--- src/rtl/chorus_cfg_sequencer_if.sv ---
// rtl/chorus_cfg_sequencer_if.sv - cfg, sample-stream and chorus program/enable bundle
// master = the sequencer, slave = the register bank / stream source / chorus side.
interface chorus_cfg_sequencer_if #(
  parameter int G_DWIDTH     = 24,
  parameter int G_ADDR_WIDTH = 12,
  parameter int G_DDS_WIDTH  = 32
);
  logic [G_DWIDTH-1:0]     cfg_gain0;
  logic [G_DWIDTH-1:0]     cfg_gain1;
  logic [G_ADDR_WIDTH-1:0] cfg_avg_delay;
  logic [G_ADDR_WIDTH-1:0] cfg_lfo_depth;
  logic [G_DDS_WIDTH-1:0]  cfg_lfo_freq;
  logic                    cfg_valid;
  logic                    cfg_ready;
  logic                    cfg_error;
  logic                    busy;

  logic [G_DWIDTH-1:0]     s_din;
  logic                    s_din_valid;
  logic                    s_din_ready;
  logic [G_DWIDTH-1:0]     ch_din;
  logic                    ch_din_valid;
  logic                    ch_din_ready;
  logic                    ch_dout_valid;
  logic                    ch_dout_ready;

  logic                    ch_enable;
  logic [G_DWIDTH-1:0]     ch_prog_gain_din;
  logic                    ch_prog_gain_valid;
  logic                    ch_prog_gain_ready;
  logic                    ch_prog_gain_done;
  logic [G_ADDR_WIDTH-1:0] ch_prog_avg_delay_din;
  logic                    ch_prog_avg_delay_valid;
  logic                    ch_prog_avg_delay_ready;
  logic                    ch_prog_avg_delay_done;
  logic [G_ADDR_WIDTH-1:0] ch_prog_lfo_depth_din;
  logic                    ch_prog_lfo_depth_valid;
  logic                    ch_prog_lfo_depth_ready;
  logic                    ch_prog_lfo_depth_done;
  logic [G_DDS_WIDTH-1:0]  ch_prog_lfo_freq_din;
  logic                    ch_prog_lfo_freq_valid;
  logic                    ch_prog_lfo_freq_ready;
  logic                    ch_prog_lfo_freq_done;

  modport master (
    input  cfg_gain0, cfg_gain1, cfg_avg_delay, cfg_lfo_depth, cfg_lfo_freq, cfg_valid,
    output cfg_ready, cfg_error, busy,
    input  s_din, s_din_valid,
    output s_din_ready,
    output ch_din, ch_din_valid,
    input  ch_din_ready, ch_dout_valid, ch_dout_ready,
    output ch_enable,
    output ch_prog_gain_din, ch_prog_gain_valid,
    input  ch_prog_gain_ready, ch_prog_gain_done,
    output ch_prog_avg_delay_din, ch_prog_avg_delay_valid,
    input  ch_prog_avg_delay_ready, ch_prog_avg_delay_done,
    output ch_prog_lfo_depth_din, ch_prog_lfo_depth_valid,
    input  ch_prog_lfo_depth_ready, ch_prog_lfo_depth_done,
    output ch_prog_lfo_freq_din, ch_prog_lfo_freq_valid,
    input  ch_prog_lfo_freq_ready, ch_prog_lfo_freq_done
  );

  modport slave (
    output cfg_gain0, cfg_gain1, cfg_avg_delay, cfg_lfo_depth, cfg_lfo_freq, cfg_valid,
    input  cfg_ready, cfg_error, busy,
    output s_din, s_din_valid,
    input  s_din_ready,
    input  ch_din, ch_din_valid,
    output ch_din_ready, ch_dout_valid, ch_dout_ready,
    input  ch_enable,
    input  ch_prog_gain_din, ch_prog_gain_valid,
    output ch_prog_gain_ready, ch_prog_gain_done,
    input  ch_prog_avg_delay_din, ch_prog_avg_delay_valid,
    output ch_prog_avg_delay_ready, ch_prog_avg_delay_done,
    input  ch_prog_lfo_depth_din, ch_prog_lfo_depth_valid,
    output ch_prog_lfo_depth_ready, ch_prog_lfo_depth_done,
    input  ch_prog_lfo_freq_din, ch_prog_lfo_freq_valid,
    output ch_prog_lfo_freq_ready, ch_prog_lfo_freq_done
  );
endinterface

--- src/rtl/chorus_cfg_sequencer.sv ---
// rtl/chorus_cfg_sequencer.sv - quiesce / enable-pulse / reprogram / resume sequencer for one chorus
// Reconfiguration happens only between samples: the stream gate is open solely in S_RUN.
module chorus_cfg_sequencer #(
  parameter int G_DWIDTH        = 24,
  parameter int G_ADDR_WIDTH    = 12,
  parameter int G_DDS_WIDTH     = 32,
  parameter int G_DEF_GAIN0     = 2**22,
  parameter int G_DEF_GAIN1     = 0,
  parameter int G_DEF_AVG_DELAY = 1024,
  parameter int G_DEF_LFO_DEPTH = 256,
  parameter int G_DEF_LFO_FREQ  = 0,
  parameter int G_EN_LOW_CYCLES = 4,
  parameter int G_TIMEOUT       = 16384
) (
  input logic                   clk,
  input logic                   reset,
  chorus_cfg_sequencer_if.master bus
);

  localparam int CNT_W = $clog2(G_TIMEOUT) + 1;

  typedef enum logic [2:0] {
    S_EN_LOW,
    S_PROG,
    S_WAIT_RDY,
    S_RUN,
    S_DRAIN,
    S_ERROR
  } state_t;

  state_t r_state;
  state_t w_next_state;

  logic [CNT_W-1:0]        r_cnt;
  logic [G_DWIDTH-1:0]     r_gain0;
  logic [G_DWIDTH-1:0]     r_gain1;
  logic [G_ADDR_WIDTH-1:0] r_avg_delay;
  logic [G_ADDR_WIDTH-1:0] r_lfo_depth;
  logic [G_DDS_WIDTH-1:0]  r_lfo_freq;
  logic                    r_enable;
  logic                    r_gain_valid;
  logic                    r_gain_beat;
  logic                    r_delay_valid;
  logic                    r_depth_valid;
  logic                    r_freq_valid;
  logic                    r_cfg_error;
  logic [1:0]              r_outstanding;

  logic w_pass;
  logic w_cfg_ready;
  logic w_cfg_fire;
  logic w_cfg_ok;
  logic w_all_done;
  logic w_timeout;
  logic w_en_low_done;
  logic w_din_fire;
  logic w_dout_fire;
  logic w_load;
  logic w_err;
  logic w_prog_entry;

  assign w_pass        = (r_state == S_RUN);
  assign w_cfg_ready   = (r_state == S_RUN) || (r_state == S_ERROR);
  assign w_cfg_fire    = bus.cfg_valid & w_cfg_ready;
  assign w_cfg_ok      = (bus.cfg_lfo_depth <= bus.cfg_avg_delay) && (bus.cfg_avg_delay != '0);
  assign w_all_done    = bus.ch_prog_gain_done & bus.ch_prog_avg_delay_done &
                         bus.ch_prog_lfo_depth_done & bus.ch_prog_lfo_freq_done;
  assign w_timeout     = (r_cnt == CNT_W'(G_TIMEOUT - 1));
  assign w_en_low_done = (r_cnt == CNT_W'(G_EN_LOW_CYCLES - 1));
  assign w_din_fire    = bus.s_din_valid & w_pass & bus.ch_din_ready;
  assign w_dout_fire   = bus.ch_dout_valid & bus.ch_dout_ready;
  assign w_prog_entry  = (w_next_state == S_PROG) && (r_state != S_PROG);

  always_ff @(posedge clk or negedge reset) begin
    if (!reset) begin
      r_state <= S_EN_LOW;
    end else begin
      r_state <= w_next_state;
    end
  end

  // Timeout has priority over a simultaneous completion so a stuck visit always ends in S_ERROR.
  always_comb begin
    w_next_state = r_state;
    w_load       = 1'b0;
    w_err        = 1'b0;
    case (r_state)
      S_EN_LOW: begin
        if (w_en_low_done) begin
          w_next_state = S_PROG;
        end
      end
      S_PROG: begin
        if (w_timeout) begin
          w_err        = 1'b1;
          w_next_state = S_ERROR;
        end else if (w_all_done) begin
          w_next_state = S_WAIT_RDY;
        end
      end
      S_WAIT_RDY: begin
        if (w_timeout) begin
          w_err        = 1'b1;
          w_next_state = S_ERROR;
        end else if (bus.ch_din_ready) begin
          w_next_state = S_RUN;
        end
      end
      S_RUN: begin
        if (w_cfg_fire) begin
          if (w_cfg_ok) begin
            w_load       = 1'b1;
            w_next_state = S_DRAIN;
          end else begin
            w_err = 1'b1;
          end
        end
      end
      S_DRAIN: begin
        if (w_timeout) begin
          w_err        = 1'b1;
          w_next_state = S_ERROR;
        end else if (r_outstanding == 2'd0) begin
          w_next_state = S_EN_LOW;
        end
      end
      S_ERROR: begin
        if (w_cfg_fire) begin
          if (w_cfg_ok) begin
            w_load       = 1'b1;
            w_next_state = S_EN_LOW;
          end else begin
            w_err = 1'b1;
          end
        end
      end
      default: begin
        w_next_state = S_EN_LOW;
      end
    endcase
  end

  // Per-visit counter: cleared on every state change, saturates instead of wrapping.
  always_ff @(posedge clk or negedge reset) begin
    if (!reset) begin
      r_cnt <= '0;
    end else if (w_next_state != r_state) begin
      r_cnt <= '0;
    end else if (r_cnt != '1) begin
      r_cnt <= r_cnt + CNT_W'(1);
    end
  end

  always_ff @(posedge clk or negedge reset) begin
    if (!reset) begin
      r_gain0     <= G_DWIDTH'(G_DEF_GAIN0);
      r_gain1     <= G_DWIDTH'(G_DEF_GAIN1);
      r_avg_delay <= G_ADDR_WIDTH'(G_DEF_AVG_DELAY);
      r_lfo_depth <= G_ADDR_WIDTH'(G_DEF_LFO_DEPTH);
      r_lfo_freq  <= G_DDS_WIDTH'(G_DEF_LFO_FREQ);
    end else if (w_load) begin
      r_gain0     <= bus.cfg_gain0;
      r_gain1     <= bus.cfg_gain1;
      r_avg_delay <= bus.cfg_avg_delay;
      r_lfo_depth <= bus.cfg_lfo_depth;
      r_lfo_freq  <= bus.cfg_lfo_freq;
    end
  end

  always_ff @(posedge clk or negedge reset) begin
    if (!reset) begin
      r_enable    <= 1'b0;
      r_cfg_error <= 1'b0;
    end else begin
      r_enable    <= (w_next_state == S_PROG) || (w_next_state == S_WAIT_RDY) ||
                     (w_next_state == S_RUN)  || (w_next_state == S_DRAIN);
      r_cfg_error <= w_err;
    end
  end

  // All four channels start together; gain steps to its second beat after the first transfer.
  always_ff @(posedge clk or negedge reset) begin
    if (!reset) begin
      r_gain_valid  <= 1'b0;
      r_gain_beat   <= 1'b0;
      r_delay_valid <= 1'b0;
      r_depth_valid <= 1'b0;
      r_freq_valid  <= 1'b0;
    end else if (w_prog_entry) begin
      r_gain_valid  <= 1'b1;
      r_gain_beat   <= 1'b0;
      r_delay_valid <= 1'b1;
      r_depth_valid <= 1'b1;
      r_freq_valid  <= 1'b1;
    end else if (w_next_state == S_PROG) begin
      if (r_gain_valid && bus.ch_prog_gain_ready) begin
        if (r_gain_beat) begin
          r_gain_valid <= 1'b0;
        end else begin
          r_gain_beat <= 1'b1;
        end
      end
      if (r_delay_valid && bus.ch_prog_avg_delay_ready) begin
        r_delay_valid <= 1'b0;
      end
      if (r_depth_valid && bus.ch_prog_lfo_depth_ready) begin
        r_depth_valid <= 1'b0;
      end
      if (r_freq_valid && bus.ch_prog_lfo_freq_ready) begin
        r_freq_valid <= 1'b0;
      end
    end else begin
      r_gain_valid  <= 1'b0;
      r_gain_beat   <= 1'b0;
      r_delay_valid <= 1'b0;
      r_depth_valid <= 1'b0;
      r_freq_valid  <= 1'b0;
    end
  end

  always_ff @(posedge clk or negedge reset) begin
    if (!reset) begin
      r_outstanding <= 2'd0;
    end else begin
      case ({w_din_fire, w_dout_fire})
        2'b10:   r_outstanding <= r_outstanding + 2'd1;
        2'b01:   r_outstanding <= r_outstanding - 2'd1;
        default: r_outstanding <= r_outstanding;
      endcase
    end
  end

  assign bus.cfg_ready    = w_cfg_ready;
  assign bus.cfg_error    = r_cfg_error;
  assign bus.busy         = (r_state != S_RUN);
  assign bus.s_din_ready  = bus.ch_din_ready & w_pass;
  assign bus.ch_din       = bus.s_din;
  assign bus.ch_din_valid = bus.s_din_valid & w_pass;
  assign bus.ch_enable    = r_enable;

  assign bus.ch_prog_gain_din        = r_gain_beat ? r_gain1 : r_gain0;
  assign bus.ch_prog_gain_valid      = r_gain_valid;
  assign bus.ch_prog_avg_delay_din   = r_avg_delay;
  assign bus.ch_prog_avg_delay_valid = r_delay_valid;
  assign bus.ch_prog_lfo_depth_din   = r_lfo_depth;
  assign bus.ch_prog_lfo_depth_valid = r_depth_valid;
  assign bus.ch_prog_lfo_freq_din    = r_lfo_freq;
  assign bus.ch_prog_lfo_freq_valid  = r_freq_valid;

endmodule

--- src/flat_wrapper.sv ---
// flat-port wrapper written by rule: the top's interface ports become plain ports
module chorus_cfg_sequencer_flat 
#(
  parameter int G_DWIDTH        = 24,
  parameter int G_ADDR_WIDTH    = 12,
  parameter int G_DDS_WIDTH     = 32,
  parameter int G_DEF_GAIN0     = 2**22,
  parameter int G_DEF_GAIN1     = 0,
  parameter int G_DEF_AVG_DELAY = 1024,
  parameter int G_DEF_LFO_DEPTH = 256,
  parameter int G_DEF_LFO_FREQ  = 0,
  parameter int G_EN_LOW_CYCLES = 4,
  parameter int G_TIMEOUT       = 16384
)
  (clk, reset, bus_cfg_gain0, bus_cfg_gain1, bus_cfg_avg_delay, bus_cfg_lfo_depth, bus_cfg_lfo_freq, bus_cfg_valid, bus_cfg_ready, bus_cfg_error, bus_busy, bus_s_din, bus_s_din_valid, bus_s_din_ready, bus_ch_din, bus_ch_din_valid, bus_ch_din_ready, bus_ch_dout_valid, bus_ch_dout_ready, bus_ch_enable, bus_ch_prog_gain_din, bus_ch_prog_gain_valid, bus_ch_prog_gain_ready, bus_ch_prog_gain_done, bus_ch_prog_avg_delay_din, bus_ch_prog_avg_delay_valid, bus_ch_prog_avg_delay_ready, bus_ch_prog_avg_delay_done, bus_ch_prog_lfo_depth_din, bus_ch_prog_lfo_depth_valid, bus_ch_prog_lfo_depth_ready, bus_ch_prog_lfo_depth_done, bus_ch_prog_lfo_freq_din, bus_ch_prog_lfo_freq_valid, bus_ch_prog_lfo_freq_ready, bus_ch_prog_lfo_freq_done);
  chorus_cfg_sequencer_if #(.G_DWIDTH(G_DWIDTH), .G_ADDR_WIDTH(G_ADDR_WIDTH), .G_DDS_WIDTH(G_DDS_WIDTH)) bus_i ();
  input logic clk;
  input logic reset;
  input wire logic [$bits(bus_i.cfg_gain0)-1:0] bus_cfg_gain0;
  input wire logic [$bits(bus_i.cfg_gain1)-1:0] bus_cfg_gain1;
  input wire logic [$bits(bus_i.cfg_avg_delay)-1:0] bus_cfg_avg_delay;
  input wire logic [$bits(bus_i.cfg_lfo_depth)-1:0] bus_cfg_lfo_depth;
  input wire logic [$bits(bus_i.cfg_lfo_freq)-1:0] bus_cfg_lfo_freq;
  input wire logic [$bits(bus_i.cfg_valid)-1:0] bus_cfg_valid;
  output wire logic [$bits(bus_i.cfg_ready)-1:0] bus_cfg_ready;
  output wire logic [$bits(bus_i.cfg_error)-1:0] bus_cfg_error;
  output wire logic [$bits(bus_i.busy)-1:0] bus_busy;
  input wire logic [$bits(bus_i.s_din)-1:0] bus_s_din;
  input wire logic [$bits(bus_i.s_din_valid)-1:0] bus_s_din_valid;
  output wire logic [$bits(bus_i.s_din_ready)-1:0] bus_s_din_ready;
  output wire logic [$bits(bus_i.ch_din)-1:0] bus_ch_din;
  output wire logic [$bits(bus_i.ch_din_valid)-1:0] bus_ch_din_valid;
  input wire logic [$bits(bus_i.ch_din_ready)-1:0] bus_ch_din_ready;
  input wire logic [$bits(bus_i.ch_dout_valid)-1:0] bus_ch_dout_valid;
  input wire logic [$bits(bus_i.ch_dout_ready)-1:0] bus_ch_dout_ready;
  output wire logic [$bits(bus_i.ch_enable)-1:0] bus_ch_enable;
  output wire logic [$bits(bus_i.ch_prog_gain_din)-1:0] bus_ch_prog_gain_din;
  output wire logic [$bits(bus_i.ch_prog_gain_valid)-1:0] bus_ch_prog_gain_valid;
  input wire logic [$bits(bus_i.ch_prog_gain_ready)-1:0] bus_ch_prog_gain_ready;
  input wire logic [$bits(bus_i.ch_prog_gain_done)-1:0] bus_ch_prog_gain_done;
  output wire logic [$bits(bus_i.ch_prog_avg_delay_din)-1:0] bus_ch_prog_avg_delay_din;
  output wire logic [$bits(bus_i.ch_prog_avg_delay_valid)-1:0] bus_ch_prog_avg_delay_valid;
  input wire logic [$bits(bus_i.ch_prog_avg_delay_ready)-1:0] bus_ch_prog_avg_delay_ready;
  input wire logic [$bits(bus_i.ch_prog_avg_delay_done)-1:0] bus_ch_prog_avg_delay_done;
  output wire logic [$bits(bus_i.ch_prog_lfo_depth_din)-1:0] bus_ch_prog_lfo_depth_din;
  output wire logic [$bits(bus_i.ch_prog_lfo_depth_valid)-1:0] bus_ch_prog_lfo_depth_valid;
  input wire logic [$bits(bus_i.ch_prog_lfo_depth_ready)-1:0] bus_ch_prog_lfo_depth_ready;
  input wire logic [$bits(bus_i.ch_prog_lfo_depth_done)-1:0] bus_ch_prog_lfo_depth_done;
  output wire logic [$bits(bus_i.ch_prog_lfo_freq_din)-1:0] bus_ch_prog_lfo_freq_din;
  output wire logic [$bits(bus_i.ch_prog_lfo_freq_valid)-1:0] bus_ch_prog_lfo_freq_valid;
  input wire logic [$bits(bus_i.ch_prog_lfo_freq_ready)-1:0] bus_ch_prog_lfo_freq_ready;
  input wire logic [$bits(bus_i.ch_prog_lfo_freq_done)-1:0] bus_ch_prog_lfo_freq_done;
  assign bus_i.cfg_gain0 = bus_cfg_gain0;
  assign bus_i.cfg_gain1 = bus_cfg_gain1;
  assign bus_i.cfg_avg_delay = bus_cfg_avg_delay;
  assign bus_i.cfg_lfo_depth = bus_cfg_lfo_depth;
  assign bus_i.cfg_lfo_freq = bus_cfg_lfo_freq;
  assign bus_i.cfg_valid = bus_cfg_valid;
  assign bus_cfg_ready = bus_i.cfg_ready;
  assign bus_cfg_error = bus_i.cfg_error;
  assign bus_busy = bus_i.busy;
  assign bus_i.s_din = bus_s_din;
  assign bus_i.s_din_valid = bus_s_din_valid;
  assign bus_s_din_ready = bus_i.s_din_ready;
  assign bus_ch_din = bus_i.ch_din;
  assign bus_ch_din_valid = bus_i.ch_din_valid;
  assign bus_i.ch_din_ready = bus_ch_din_ready;
  assign bus_i.ch_dout_valid = bus_ch_dout_valid;
  assign bus_i.ch_dout_ready = bus_ch_dout_ready;
  assign bus_ch_enable = bus_i.ch_enable;
  assign bus_ch_prog_gain_din = bus_i.ch_prog_gain_din;
  assign bus_ch_prog_gain_valid = bus_i.ch_prog_gain_valid;
  assign bus_i.ch_prog_gain_ready = bus_ch_prog_gain_ready;
  assign bus_i.ch_prog_gain_done = bus_ch_prog_gain_done;
  assign bus_ch_prog_avg_delay_din = bus_i.ch_prog_avg_delay_din;
  assign bus_ch_prog_avg_delay_valid = bus_i.ch_prog_avg_delay_valid;
  assign bus_i.ch_prog_avg_delay_ready = bus_ch_prog_avg_delay_ready;
  assign bus_i.ch_prog_avg_delay_done = bus_ch_prog_avg_delay_done;
  assign bus_ch_prog_lfo_depth_din = bus_i.ch_prog_lfo_depth_din;
  assign bus_ch_prog_lfo_depth_valid = bus_i.ch_prog_lfo_depth_valid;
  assign bus_i.ch_prog_lfo_depth_ready = bus_ch_prog_lfo_depth_ready;
  assign bus_i.ch_prog_lfo_depth_done = bus_ch_prog_lfo_depth_done;
  assign bus_ch_prog_lfo_freq_din = bus_i.ch_prog_lfo_freq_din;
  assign bus_ch_prog_lfo_freq_valid = bus_i.ch_prog_lfo_freq_valid;
  assign bus_i.ch_prog_lfo_freq_ready = bus_ch_prog_lfo_freq_ready;
  assign bus_i.ch_prog_lfo_freq_done = bus_ch_prog_lfo_freq_done;
  chorus_cfg_sequencer #(.G_DWIDTH(G_DWIDTH), .G_ADDR_WIDTH(G_ADDR_WIDTH), .G_DDS_WIDTH(G_DDS_WIDTH), .G_DEF_GAIN0(G_DEF_GAIN0), .G_DEF_GAIN1(G_DEF_GAIN1), .G_DEF_AVG_DELAY(G_DEF_AVG_DELAY), .G_DEF_LFO_DEPTH(G_DEF_LFO_DEPTH), .G_DEF_LFO_FREQ(G_DEF_LFO_FREQ), .G_EN_LOW_CYCLES(G_EN_LOW_CYCLES), .G_TIMEOUT(G_TIMEOUT)) u_core (.clk(clk), .reset(reset), .bus(bus_i));
endmodule
--- config.mk ---
export PLATFORM = sky130hd
export DESIGN_NAME = chorus_cfg_sequencer_flat
export DESIGN_NICKNAME = d
export VERILOG_FILES = /design/src/rtl/chorus_cfg_sequencer_if.sv /design/src/rtl/chorus_cfg_sequencer.sv /design/src/flat_wrapper.sv
export SDC_FILE = /design/constraint.sdc
export NUM_CORES = 1
export LEC_CHECK = 0
export ABC_AREA = 1
export BUFFER_PORTS_ARGS = -buffer_cell sky130_fd_sc_hd__buf_2
export CORE_MARGIN = 3
export CORE_UTILIZATION = 49
export CTS_CLUSTER_SIZE = 28
export DETAILED_ROUTE_END_ITERATION = 8
export GPL_ROUTABILITY_DRIVEN = 0
export PLACE_DENSITY = 0.81
export SLEW_MARGIN = 15
export SYNTH_ARGS = -nofsm -noshare
export SYNTH_HDL_FRONTEND = slang
export SYNTH_SLANG_ARGS = --single-unit
export TNS_END_PERCENT = 1
--- constraint.sdc ---
create_clock -name clk -period 2.1 [get_ports clk]
set_clock_uncertainty 0.05 [all_clocks]
set_input_delay 0.525 -clock clk [delete_from_list [all_inputs] [get_ports clk]]
set_output_delay 0.525 -clock clk [all_outputs]
set_load 0.02 [all_outputs]
### Yosys cells after proc, flatten, opt, wreduce, memory -nomap -nowiden

Cells that the tools add are included.

* $add $sub $neg: 3
* $lt $le $gt $ge: 1
* equality and inequality tests: 22
* mux-type cells: 39
* bitwise operators: 8
* reduce and logical (&&, ||, !) cells: 18

Operators with widths (count)
* 3-bit 2-to-1 mux: 11
* 15-bit 2-to-1 mux: 2
* 24-bit 2-to-1 mux: 1
* 1-bit 2-to-1 mux: 22
* 3-bit case mux with 6 select lines: 1
* 15-bit by 1-bit adder with 15-bit output, second input constant: 1
* 15-bit by 14-bit == test with 1-bit output, second input constant: 1
* 15-bit by 2-bit == test with 1-bit output, second input constant: 1
* 15-bit != test, second input constant: 1
* 3-bit by 2-bit != test with 1-bit output, second input constant: 5
* 3-bit by 2-bit == test with 1-bit output, second input constant: 4
* 12-bit less-or-equal comparator: 1
* 12-bit nonzero test: 1
* 3-bit == test, second input constant: 3
* 1-bit AND: 8
* 3-bit by 1-bit == test with 1-bit output, second input constant: 2
* 1-bit logical AND: 6
* 3-bit by 1-bit != test with 1-bit output, second input constant: 2
* 1-bit logical OR: 4
* 2-bit case mux with 2 select lines: 1
* 2-bit nonzero test: 2
* 3-bit logical NOT: 1
* 3-bit != test: 1
* 3-bit OR reduction: 1
* other kinds (8): 8

* register bits after elaboration: 131
* output and inout bits: 114
* word-level logic and storage cells: 106

### Depth between registers and ports, before layout

Gate-level depths: netlist of the first run.

* depth in word-level cells: 10
* gate-level depth with buffers: 18
* depth with buffers taken out: 17

### Worst setup path after synthesis of the first run

No wires, ideal clock.

* path type: input to register
* from: input bus_cfg_avg_delay[11]
* to: register u_core.r_cnt[4]
* arrival: 1983 ps
* path slack: -61 ps
* stages on the path: 16
* cells stage by stage: inv_1 ha_1 nand2_1 inv_1 nand2_1 nor2_1 nand4_1 nand2_1 nand3_4 nand2_2 nand2_4 nand2_2 nand2_2 nand3_4 buf_12 nor2_4

* cells in the longest elaborated chain, start to end: 7
* elaborated cells between the ends (all ways): 11
* those cells by class: 1 x order compare; 1 x eq/ne; 6 x mux; 3 x reduce/logical

Ends and longest elaborated chain
* start: declaration: RTL line flat_wrapper.sv:21 `input wire logic [$bits(bus_i.cfg_avg_delay)-1:0] bus_cfg_avg_delay;`
* 12-bit less-or-equal comparator or 12-bit nonzero test (tied branches): RTL line chorus_cfg_sequencer.sv:65 `assign w_cfg_ok = (bus.cfg_lfo_depth <= bus.cfg_avg_delay) && (bus.cfg_avg_delay != '0);`
* 1-bit logical AND (*): RTL line chorus_cfg_sequencer.sv:65
* 3-bit 2-to-1 mux, on equally long branches: RTL line chorus_cfg_sequencer.sv:129, chorus_cfg_sequencer.sv:111
* 3-bit 2-to-1 mux, on equally long branches: RTL line chorus_cfg_sequencer.sv:128, chorus_cfg_sequencer.sv:110
* 3-bit case mux with 6 select lines (*): RTL line chorus_cfg_sequencer.sv:87 `case (r_state)`
* net u_core.w_next_state[0]: RTL line chorus_cfg_sequencer.sv:32 `state_t w_next_state;`
* 3-bit != test (*): RTL line chorus_cfg_sequencer.sv:147 `end else if (w_next_state != r_state) begin`
* 15-bit 2-to-1 mux or 2-bit nonzero test (tied branches)
* end signal: assignment: RTL line chorus_cfg_sequencer.sv:150 `r_cnt <= r_cnt + CNT_W'(1);`
* end: declaration: RTL line chorus_cfg_sequencer.sv:34 `logic [CNT_W-1:0] r_cnt;`

The timed path passes the listed nets; every way through them passes the cells marked *.
A chain may end at the register's enable or synchronous reset.

### Worst setup path after layout of the first run

* from: register u_core.r_gain_beat
* to: output bus_ch_prog_gain_din[8]

* cells in the longest elaborated chain, start to end: 1

Ends and longest elaborated chain
* start: declaration: RTL line chorus_cfg_sequencer.sv:42 `logic r_gain_beat;`
* start signal: assignment: RTL line chorus_cfg_sequencer.sv:185 `r_gain_beat <= 1'b0;`
* start signal: assignment: RTL line chorus_cfg_sequencer.sv:191 `r_gain_beat <= 1'b0;`
* start signal: assignment: RTL line chorus_cfg_sequencer.sv:200 `r_gain_beat <= 1'b1;`
* 24-bit 2-to-1 mux: RTL line chorus_cfg_sequencer.sv:241 `assign bus.ch_prog_gain_din = r_gain_beat ? r_gain1 : r_gain0;`
* end: declaration: RTL line flat_wrapper.sv:37 `output wire logic [$bits(bus_i.ch_prog_gain_din)-1:0] bus_ch_prog_gain_din;`

No other way between the ends.

==> run summary, run 1 <==
The synthesized-area fraction occupied by ao, oa, aoi and oai cells is 6.95%. The max-slew violation total from the final report came to 0. The initialized floorplan defines 41 standard-cell rows.

Setup repair after global routing could not meet its margin everywhere. The startpoint identified for the worst hold timing path is bus_cfg_lfo_freq[0]. The maximum number of pins on one net before global-route repair is 54. The number of standard cells in the layout, taps in and fillers out came out at 1174.

The highest metal layer carrying signal wires in the routed design is met5. The data required time at the worst endpoint is 1.52 ns. The final hold violation count is 0.

The count of vias placed by the detailed router came out at 5629. The clock slew at the register clock pins of the worst setup and hold paths is 0.06 ns. The count of placed standard cells including taps is 1138. After synthesis, the largest family of logic cells by area is simple AND/OR/NAND/NOR gates.

The vertical die dimension is 120 µm. After Yosys synthesis, XOR and XNOR cells account for 1.23% of the synthesized area. After Yosys synthesis, full adders, half adders and majority gates account for 2.74% of the synthesized area. The async set-reset flop share out of synthesis came out at 100%.

The number of synthesized register bits is 131. The net total in the final layout came out at 1147. The initial standard-cell utilization of the core is 50.4%. The final layout contains routed wiring with a total length of 15.5 mm. The final routed wire length divided by cell count came out at 13.2 µm. The final worst slack came out at 0.0330 ns. In this run the deepest clock path goes through 2 buffers.

The via count of the first global-routing pass came to 5292. Each instance of the synthesized netlist takes up on average 8.21 µm². The total CTS buffers came out at 17. The share of cells above drive strength 1 came out at 33.5%. The power per standard cell area came out at 1320 nW/µm². The clock reaches the later pin of the worst-skew pair after 0.41 ns. The worst vdd rail ir drop came out at 0.000787 V. The flow ran to the end, and the final reports show no timing, DRC or antenna violations. The tree built by TritonCTS fans out to 131 sinks.

The slack of the worst reg-to-reg path came out at 0.06 ns. The post-route DRC violation count came out at 0. The die boundary width is 120 µm. The H-tree was split into 4 levels. After technology mapping, the gate count stands at 778. The core region is 12700 µm².

The endpoint of the most critical register-to-register path is u_core.r_cnt[14]. For this run, the number of Yosys warnings is 0. The residual overflow from global routing is 0. The floorplan step defined a die boundary enclosing 14400 µm². For the pin with the worst max-slew slack, the measured transition is 0.399 ns. The number of violations of the max-capacitance limit is 0. The combined global-route utilization of all metal layers is 21.8%. The CTS tree is yes. The placed standard-cell area came out at 7760 µm².

The number of antenna diodes in the final layout is 0. The detailed-placement wirelength estimate is 11.3 mm. The worst slack at placement came out at -0.339 ns. The worst hold path terminates at u_core.bus.ch_prog_lfo_freq_din[0].

The worst setup path is captured at an output port. The start of the worst register-to-register path is u_core.r_cnt[1]. The finished cells cover 8440 µm². Setup violations remaining at the end of the flow were counted as 0.

The most frequently used flop master after synthesis is sky130_fd_sc_hd__dfrtp_1. The number of cells on the worst reg-to-reg path is 15. The routed length on met3 is 1.15 mm. The number of DRC violations after detailed-routing iteration 0 came out at 337. The first-pass GRT wire length came out at 25.0 mm. The area growth from synthesis to layout is 32.1%.

In this run the tightest slew margin relative to its limit is 73.1%. In this run the remaining antenna-violating nets after routing total 0. In this run the static leakage power is 4.60 nW.

The peak clock frequency supported by timing is 484 MHz. The number of different library cells used by synthesis comes to 33. The number of enable flip-flop cells after synthesis came out at 0. The mapped cell area came out at 6390 µm². The via density per instance is 4.79. The tightest hold margin is 0.253 ns. 257 I/O pins were placed. The sum of routed wire segments on met1 is 6.35 mm.

STA puts the critical path data arrival time at 1.49 ns. The number of antenna violations at the first check in global routing was 1. Sequential elements use 51.4% of the synthesized area. The worst setup path is launched from a register. The detailed-routing iteration count for the pre-antenna-repair pass came out at 5.

The worst hold path was traced through 3 stages. The proportion of synthesized area in mux cells came out at 0.157%. Input and output buffers added on the ports amount to 208.

The post-route minimum period came out at 2.07 ns. The root buffer selected by CTS is sky130_fd_sc_hd__clkbuf_16. The worst setup path is of the reg -> out kind. In this run the worst hold path is classified as in -> reg.

The synthesized-area fraction occupied by and/or/nand/nor cells is 27.9%. Along the worst path, the maximum fanout reaches 48. The final period utilization came out at 98.4%. The wire length on met2 is 7.66 mm. The number of nets in the synthesized netlist is 935.
report_power, final:
| part | internal, W | leakage, nW | total, W | switching (W) |
|---|---|---|---|---|
| clock | 0.00188 | 0.282 | 0.00287 | 0.000991 |
| combinational | 0.00151 | 2.66 | 0.00412 | 0.00261 |
| sequential | 0.00360 | 1.66 | 0.00416 | 0.000551 |
| total | 0.00700 | 4.60 | 0.0111 | 0.00415 |
sequential cells by signal, summed over array words and instances, names as in the netlist, 2 cells and up:
signal / cells
u_core.bus.ch_prog_lfo_depth_din: 12
u_core.bus.ch_prog_lfo_freq_din: 32
u_core.r_cnt: 15
u_core.r_outstanding: 2
u_core.bus.ch_prog_avg_delay_din: 12
u_core.r_gain1: 24
u_core.r_gain0: 24
u_core.r_state: 3
worst max-delay path: stages, from the launching register on:
cell and delay, ns:
sky130_fd_sc_hd__dfrtp_1 0.42, sky130_fd_sc_hd__buf_12 0.19, sky130_fd_sc_hd__o21ai_1 0.25, sky130_fd_sc_hd__buf_4 0.19
cell families after synthesis:
| group | after synthesis |
|---|---|
| AOI/OAI and AO/OA | 85 |
| xor gates and xnor gates | 9 |
| adders and majority gates | 14 |
| buffers and inverters | 130 |
| DFF | 131 |
| muxes | 1 |
| and+or+nand+nor | 408 |
cell type report:
class	count	area, µm²
clock buffers	24	462
well taps	172	215
clock inverters	7	110
repair buffers	247	1450
inverters	76	304
multi-input cells	517	2610
fillers	1024	4230
flip-flops and latches	131	3280
metrics by stage:
| step | TNS (ns) | utilization, % | total power, W |
|---|---|---|---|
| detailed placement | -32.99 | 61.2 | 0.00818 |
| CTS | 0 | 65.8 | 0.0111 |
| global placement | -27.15 | 61.2 | 0.00805 |
| finish | 0 | 66.6 | 0.0111 |
| global route | -1.14 | 66.6 | 0.0119 |
| floorplan | -0.00477 | - | 0.00674 |
Yosys cell counts, types with 4 or more instances:
cell type / n / area share [%]
sky130_fd_sc_hd__nand3_1: 13 / 1.0
sky130_fd_sc_hd__o21ai_0: 68 / 5.3
sky130_fd_sc_hd__nand3_2: 4 / 0.63
sky130_fd_sc_hd__clkbuf_1: 14 / 0.82
sky130_fd_sc_hd__nand2_1: 318 / 19
sky130_fd_sc_hd__nor3_1: 9 / 0.70
sky130_fd_sc_hd__buf_4: 25 / 2.9
sky130_fd_sc_hd__nor2_1: 26 / 1.5
sky130_fd_sc_hd__dfrtp_1: 128 / 50
sky130_fd_sc_hd__a21oi_1: 12 / 0.94
sky130_fd_sc_hd__ha_1: 14 / 2.7
sky130_fd_sc_hd__inv_2: 6 / 0.35
sky130_fd_sc_hd__xor2_1: 7 / 0.96
sky130_fd_sc_hd__nand2_2: 5 / 0.49
sky130_fd_sc_hd__buf_2: 14 / 1.1
sky130_fd_sc_hd__nor2_4: 12 / 2.1
sky130_fd_sc_hd__nand4_1: 9 / 0.88
sky130_fd_sc_hd__inv_1: 69 / 4.1
routing by layer:
| metal | vias up | track usage, % |
|---|---|---|
| met2 | 180 | 36.5 |
| met4 | 2 | 7.37 |
| met5 | - | 0 |
| met3 | 32 | 6.27 |
| li1 | 2819 | - |
| met1 | 2596 | 27.2 |
layout by cell type (no fill, tap or decap), drive strengths merged:
cell type    count
nand2          325
buf            246
dfrtp          128
inv             74
o21ai           69
nor2            41
clkbuf          24
nand3           20
ha              14
a21oi           12
nand4            9
nor3             9
xor2             7
clkinv           6
nor4             3
bufinv           3
dfstp            3
xnor2            2
o211ai           2
a21o             1
nand3b           1
o21bai           1
mux2i            1
dlygate4sd3      1
worst max-delay path by stage:
stage	startpoint	end	slack, ns	cells after the start
after detailed placement	bus_cfg_avg_delay[11]	u_core.r_cnt[14]	-0.34	17
after CTS	u_core.r_cnt[1]	u_core.r_cnt[0]	0.0005	13
after global placement	bus_cfg_avg_delay[11]	u_core.r_gain0[14]	-0.27	15
final	u_core.r_gain_beat	bus_ch_prog_gain_din[8]	0.03	3
after floorplan	bus_cfg_avg_delay[11]	u_core.r_cnt[4]	-0.005	16
after global routing	u_core.r_cnt[0]	u_core.r_cnt[14]	-0.06	14
repair_timing:
| action | in CTS | in global routing |
|---|---|---|
| endpoints found under the hold margin | 25 | 0 |
| hold buffers | 1 | 0 |
| resized for setup | 3 | 23 |
| setup endpoints to repair | 11 | 77 |
| pin swaps | 0 | 5 |
| buffers inserted | 0 | 4 |
(Power assumes the default switching activity.)
==> run 2: changes to the inputs <==
--- a/config.mk
+++ b/config.mk
@@ -8,11 +8,12 @@
 export ABC_AREA = 1
 export BUFFER_PORTS_ARGS = -buffer_cell sky130_fd_sc_hd__buf_2
 export CORE_MARGIN = 3
-export CORE_UTILIZATION = 49
+export CORE_UTILIZATION = 53
 export CTS_CLUSTER_SIZE = 28
 export DETAILED_ROUTE_END_ITERATION = 8
 export GPL_ROUTABILITY_DRIVEN = 0
-export PLACE_DENSITY = 0.81
+export HOLD_SLACK_MARGIN = 0.1
+export PLACE_DENSITY = 0.86
 export SLEW_MARGIN = 15
 export SYNTH_ARGS = -nofsm -noshare
 export SYNTH_HDL_FRONTEND = slang
==> constraint.sdc (replaced) <==
create_clock -name clk -period 2.44 [get_ports clk]
set_clock_uncertainty 0.05 [all_clocks]
set_input_delay 0.61 -clock clk [delete_from_list [all_inputs] [get_ports clk]]
set_output_delay 0.61 -clock clk [all_outputs]
set_load 0.02 [all_outputs]
==> run summary, run 2 (same netlist as run 1, synthesis figures left out) <==
The via density per instance is 4.94. The fraction of power consumed by combinational cells is 36.6%. The count of fill cells added during filler insertion came out at 909. The clock slew at the register clock pins of the worst setup and hold paths came out at 0.06 ns. Grouping stages by cell kind, the critical path spends the most delay in buffers and inverters. The slack of the worst reg-to-reg path came out at 0.31 ns.

The library cell used most frequently in the layout, excluding fill and tap cells, is sky130_fd_sc_hd__nand2_1. The final hold violation count is 0. The post-route minimum period came out at 2.26 ns.

The max-slew violation total from the final report came to 0. The biggest fanout along the worst timing path is 49. Hold repair after CTS inserted 0 buffers. The headroom to the max-slew limit is 64.4%.

The die area is 13400 µm². The category of the critical setup timing path is reg -> out. The number of top-level design ports is 257. The leakage dissipation came out at 4.53 nW.

The area growth from synthesis to layout is 28.0%. The worst vdd rail ir drop came out at 0.000705 V. Summed over all nets, the switching power comes to 0.00364 W. Before antenna repair, the detailed router went through 6 iterations. For the worst setup path, the data required time is 1.78 ns. The number of buffer and inverter stages on the critical path came out at 2.

The number of DRC violations after detailed-routing iteration 0 is 459. Global routing consumed, over all layers together, 23.7% of the routing resources. The worst setup path is captured at an output port.

The maximum number of pins on one net before global-route repair is 55. The endpoint arrival time on the critical path came out at 1.60 ns. The area of the core region is 11600 µm². The later-pin clock latency in the skew report came out at 0.41 ns.

At the end of the flow, the number of nets in the layout was 1137. Setup repair after global routing left no endpoint under its margin. The quantity of gates resized following cts is 0.

Adding up every negative setup slack in the final design gives 0 ns. TritonCTS built the clock tree. During placement, the flow inserted port buffers numbering 208.

The number of antenna violations at the first check in global routing is 0. The peak clock frequency supported by timing is 442 MHz. The final routed wire length divided by cell count is 13.7 µm. CTS saw 131 sinks.

The top cell types in the final layout, fill and taps aside, are sky130_fd_sc_hd__nand2_1 (318), sky130_fd_sc_hd__buf_2 (207), sky130_fd_sc_hd__dfrtp_1 (128). The final period utilization is 92.7%. After global routing the overflow that remains totals 0. The cell depth of the worst flop-to-flop path is 15. The root buffer cell chosen for the clock tree is sky130_fd_sc_hd__clkbuf_16. The initial standard-cell utilization of the core is 55.0%.

The area of combinational cells with multiple inputs came out at 2490 µm². The endpoint identified for the worst register-to-register timing path is u_core.r_cnt[2]. The H-tree generated during clock tree synthesis spans 4 levels. After clock tree synthesis, the setup repair step added 0 buffers. The slew at the pin closest to its max-slew limit is 0.534 ns. The detailed-placement wirelength estimate came out at 11.3 mm.

The final standard cell area without fillers came out at 8180 µm². The register share of total power came out at 37.5%. The number of violations of the max-capacitance limit came out at 0. The post-route DRC violation count came out at 0. The kind of launch point of the worst setup path is a register. The count of nets left with antenna violations once routing finished came out at 0. The signal on the critical path passes through buf_4 > nand2_1 > o21ai_0 > buf_2. The die boundary width came out at 116 µm. The register area is 3280 µm². The via count of the first global-routing pass came out at 5347.

The start of the worst register-to-register path is u_core.r_cnt[1]. The count of antenna diodes in the layout came out at 0. Setup violations remaining at the end of the flow were counted as 0.

The final route contains 5607 vias. The vertical die dimension came out at 116 µm. Clock tree synthesis inserted a total of 17 buffers.

The clock share of power is 25.9%. The internal power contribution came out at 0.00588 W. The run finished with clean final reports. The power per standard cell area came out at 1160 nW/µm². The count of standard-cell rows came out at 39.

Once placement finished, the instance area stood at 7600 µm². The flip-flop count of the largest register, all copies and words added came out at 32. The clock passes through at most 2 buffers. The kind of path behind the tightest hold check is in -> async.

In this run the number of cells on the critical path is 4. The switching power share of the total is 38.2%. The total wirelength of the detailed-routed design came out at 15.6 mm. Cells with a size suffix above 1 make up 31.0% of the layout.

The first global-routing pass estimated 24.9 mm of wire. The critical-path cell with the highest stage delay is sky130_fd_sc_hd__buf_4. The longest individual stage delay on the worst path came out at 0.39 ns.
## run 2: changes by cell type in the layout (fill, tap and decap cells not counted), sizes merged
cell	delta
clkinv	+3
clkbuf	-5
clkinvlp	+4
dlygate4sd3	-1
bufinv	-1
buf	-9
## run 2: worst max-delay path by stage
stage | end | slack (ns) | start
global route | bus_ch_prog_gain_din[4] | 0.05 | u_core.r_gain_beat
floorplan | u_core.r_cnt[4] | 0.19 | bus_cfg_avg_delay[11]
finish | bus_ch_prog_gain_din[4] | 0.18 | u_core.r_gain_beat
CTS | bus_ch_prog_gain_din[4] | 0.16 | u_core.r_gain_beat
global placement | u_core.r_cnt[3] | -0.02 | bus_cfg_avg_delay[11]
detailed placement | u_core.r_cnt[2] | -0.10 | bus_cfg_avg_delay[11]
## run 2: stage by stage
step	setup slack, ns	hold slack, ns	utilization [%]	cells	total power (W)
6_report	0.178	0.124	70.4	1136	0.00952
5_1_grt	0.0465	0.158	70.4	1136	0.0101
4_1_cts	0.156	0.135	70.4	1136	0.00961
3_5_place_dp	-0.105	0.410	65.4	1104	0.00709
3_3_place_gp	-0.0230	0.406	65.4	1104	0.00695
2_1_floorplan	0.194	0.264	-	778	0.00579
## run 2: per-layer routing
metal	wire length [µm]	GRT usage, %	vias to the layer above
li1	-	-	2796
met1	6580	30.0	2592
met2	7790	39.6	197
met3	939	6.84	22
met4	253	7.58	0
met5	0	0	-
## run 2: power by group through the flow
stage | Sequential [W] | Clock [W] | Combinational (W)
floorplan | 0.00410 | 0 | 0.00169
global placement | 0.00355 | 0 | 0.00341
detailed placement | 0.00358 | 0 | 0.00351
CTS | 0.00356 | 0.00251 | 0.00354
global route | 0.00366 | 0.00261 | 0.00386
finish | 0.00357 | 0.00247 | 0.00349
## run 2: area by class of cell
class	instances	share of cell area, %
clock buffer	19	5.41
clock inverter	13	1.67
inverter	76	3.50
multi-input combinational	517	30.5
sequential	131	40.1
tap	143	2.19
timing repair buffer	237	16.6
==> run 3: changes to the inputs <==
--- a/config.mk
+++ b/config.mk
@@ -7,14 +7,16 @@
 export LEC_CHECK = 0
 export ABC_AREA = 1
 export BUFFER_PORTS_ARGS = -buffer_cell sky130_fd_sc_hd__buf_2
+export CELL_PAD_IN_SITES_DETAIL_PLACEMENT = 1
+export CELL_PAD_IN_SITES_GLOBAL_PLACEMENT = 2
 export CORE_MARGIN = 3
-export CORE_UTILIZATION = 53
+export CORE_UTILIZATION = 29
 export CTS_CLUSTER_SIZE = 28
 export DETAILED_ROUTE_END_ITERATION = 8
 export GPL_ROUTABILITY_DRIVEN = 0
 export HOLD_SLACK_MARGIN = 0.1
-export PLACE_DENSITY = 0.86
-export SLEW_MARGIN = 15
+export PLACE_DENSITY_LB_ADDON = 0.1
+export SLEW_MARGIN = 40
 export SYNTH_ARGS = -nofsm -noshare
 export SYNTH_HDL_FRONTEND = slang
 export SYNTH_SLANG_ARGS = --single-unit
==> run summary, run 3 (same netlist as run 1, synthesis figures left out) <==
The worst setup path is launched from a register. The routed layout has 5663 vias. The max-slew violation total from the final report came to 0. The final count of negative-setup-slack endpoints is 0. Setup repair after global routing left no endpoint under its margin. The post-detailed-route count of antenna-violating nets came out at 0.

Counting the fill cells in the layout gives 2619. The worst setup path is captured at an output port. The biggest fanout along the worst timing path is 49. The final hold violation count came to 0. The initial standard-cell utilization of the core is 29.9%.

The peak clock frequency supported by timing is 451 MHz. The post-route minimum period came out at 2.22 ns. The clock slew at the register clock pins of the worst setup and hold paths is 0.07 ns. The leakage dissipation is 4.61 nW. The hold-fix buffer count after cts came out at 1. The worst vdd rail ir drop is 0.000461 V. The detailed-routing iteration count for the pre-antenna-repair pass came out at 4. The combined global-route utilization of all metal layers is 16.1%. STA puts the critical path data required time at 1.78 ns. The CTS tree is yes.

The signal on the critical path passes through buf_12 > o21ai_0 > buf_2. The count of placed standard cells including taps is 1245. The number of violations of the max-capacitance limit is 0. The via count of the first global-routing pass came out at 6179. Entering global routing, the biggest net connects 50 pins.

The final routed wire length divided by cell count came out at 14.9 µm. The total CTS buffers is 17. The tree is rooted in a sky130_fd_sc_hd__clkbuf_16. The vertical die dimension is 154 µm. The library cell used most frequently in the layout, excluding fill and tap cells, is sky130_fd_sc_hd__nand2_1. The kind of path behind the tightest hold check is in -> reg. The library cells used most frequently in the layout, excluding fill and tap cells, are sky130_fd_sc_hd__nand2_1 (318), sky130_fd_sc_hd__buf_2 (207), sky130_fd_sc_hd__dfrtp_1 (128).

The area of the core region is 21400 µm². The number of DRC violations after detailed-routing iteration 0 is 196. The die boundary width is 154 µm. The final worst slack is 0.223 ns. In the final layout, the multi-input gates occupy 2490 µm².

In this run the deepest clock path goes through 2 buffers. The number of standard cells in the layout, taps in and fillers out came out at 1279. The headroom to the max-slew limit came out at 67.6%. The flow ran to the end, and the final reports show no timing, DRC or antenna violations. The post-route DRC violation count is 0.

By startpoint and endpoint, the worst setup path is classified as reg -> out. For this design the ratio of total power to cell area is 1140 nW/µm². The number of post-CTS setup repair buffers is 0.

The first-pass GRT wire length is 31.2 mm. The number of sinks on the clock net is 131. The slew at the pin closest to its max-slew limit came out at 0.486 ns. For this run the aggregate overflow at the end of global routing stands at 0. The longest individual stage delay on the worst path is 0.41 ns.

At the placement stage, the worst setup path has a slack of -0.161 ns. The floorplan has 53 rows. After the last flow step, the layout net total stands at 1147.

The number of antenna violations at the first check in global routing came out at 0. For this design, the slowest cell found on the critical path is sky130_fd_sc_hd__dfrtp_1. The die area came out at 23900 µm². The final standard cell area without fillers is 8480 µm². Once the clock tree was built, the resizer swapped 0 gates to a different size. 257 I/O pins were placed. In this run the tool buffered the top-level ports with 208 buffer cells.

The number of levels the H-tree was split into came out at 4. The utilization after layout is 39.7%. The flip-flop count of the largest register, all copies and words added is 32. The share of cells above drive strength 1 came out at 31.7%. The total wirelength of the detailed-routed design came out at 19.0 mm. The placed standard-cell area came out at 7850 µm². The detailed-placement wirelength estimate came out at 14.3 mm. The worst path uses 90.9% of the clock period. The tightest hold margin came out at 0.332 ns. Clock latency on the worst-skew pair, taken at its later pin, is 0.42 ns. The endpoint arrival time on the critical path is 1.56 ns. The sequential cells in the finished layout cover a total of 3280 µm². The via density per instance is 4.43. The area growth from synthesis to layout is 32.6%.
[run 3: cell types whose count changed in the layout (fill, tap and decap cells not counted), sizes merged]
cell         change
inv             +11
clkinvlp         -4
buf              +9
dlygate4sd3      +1
clkinv           -5
clkbuf           -2
diode            +1
[run 3: through the flow]
step / total power [W] / TNS, ns
after global routing: 0.0104 / 0
after CTS: 0.00991 / 0
after detailed placement: 0.00715 / -11.49
final: 0.00970 / 0
after floorplan: 0.00579 / 0
after global placement: 0.00702 / -6.72
[run 3: power breakdown]
group	total, W	switching (W)	internal [W]
Sequential	0.00357	0.000473	0.00310
Combinational	0.00347	0.00225	0.00121
Clock	0.00267	0.00111	0.00156
Total	0.00970	0.00383	0.00587
[run 3: final timing paths]
kind	cells past startpoint	startpoint	slack [ns]	endpoint
max	3	u_core.r_gain_beat	0.22	bus_ch_prog_gain_din[18]
min	3	bus_cfg_lfo_freq[7]	0.33	u_core.bus.ch_prog_lfo_freq_din[7]
max reg2reg	15	u_core.r_cnt[1]	0.28	u_core.r_cnt[0]
min reg2reg	2	u_core.bus.ch_prog_lfo_depth_din[8]	0.42	u_core.bus.ch_prog_lfo_depth_din[8]
max in group asynchronous	3	reset	1.03	u_core.bus.ch_prog_avg_delay_din[10]
min in group asynchronous	2	reset	0.65	u_core.r_gain0[14]
[run 3: critical path: cells and delay by family (launching register included)]
family	cells	cell delay, ns
DFF	1	0.41
buffers and inverters	2	0.41
AOI/OAI and AO/OA	1	0.29
[run 3: cell type report]
type	instances	area share, %
inverters	76	3.38
multi-input cells	517	29.4
flip-flops and latches	131	38.7
well taps	275	4.06
clock buffers	17	5.02
diodes	1	0.0295
repair buffers	247	17.2
clock inverters	15	2.21
[run 3: per-layer routing]
metal	track usage, %	wire length [µm]
met5	0	0
met4	4.63	292
met3	3.89	951
met2	27.5	9330
met1	20.4	8470
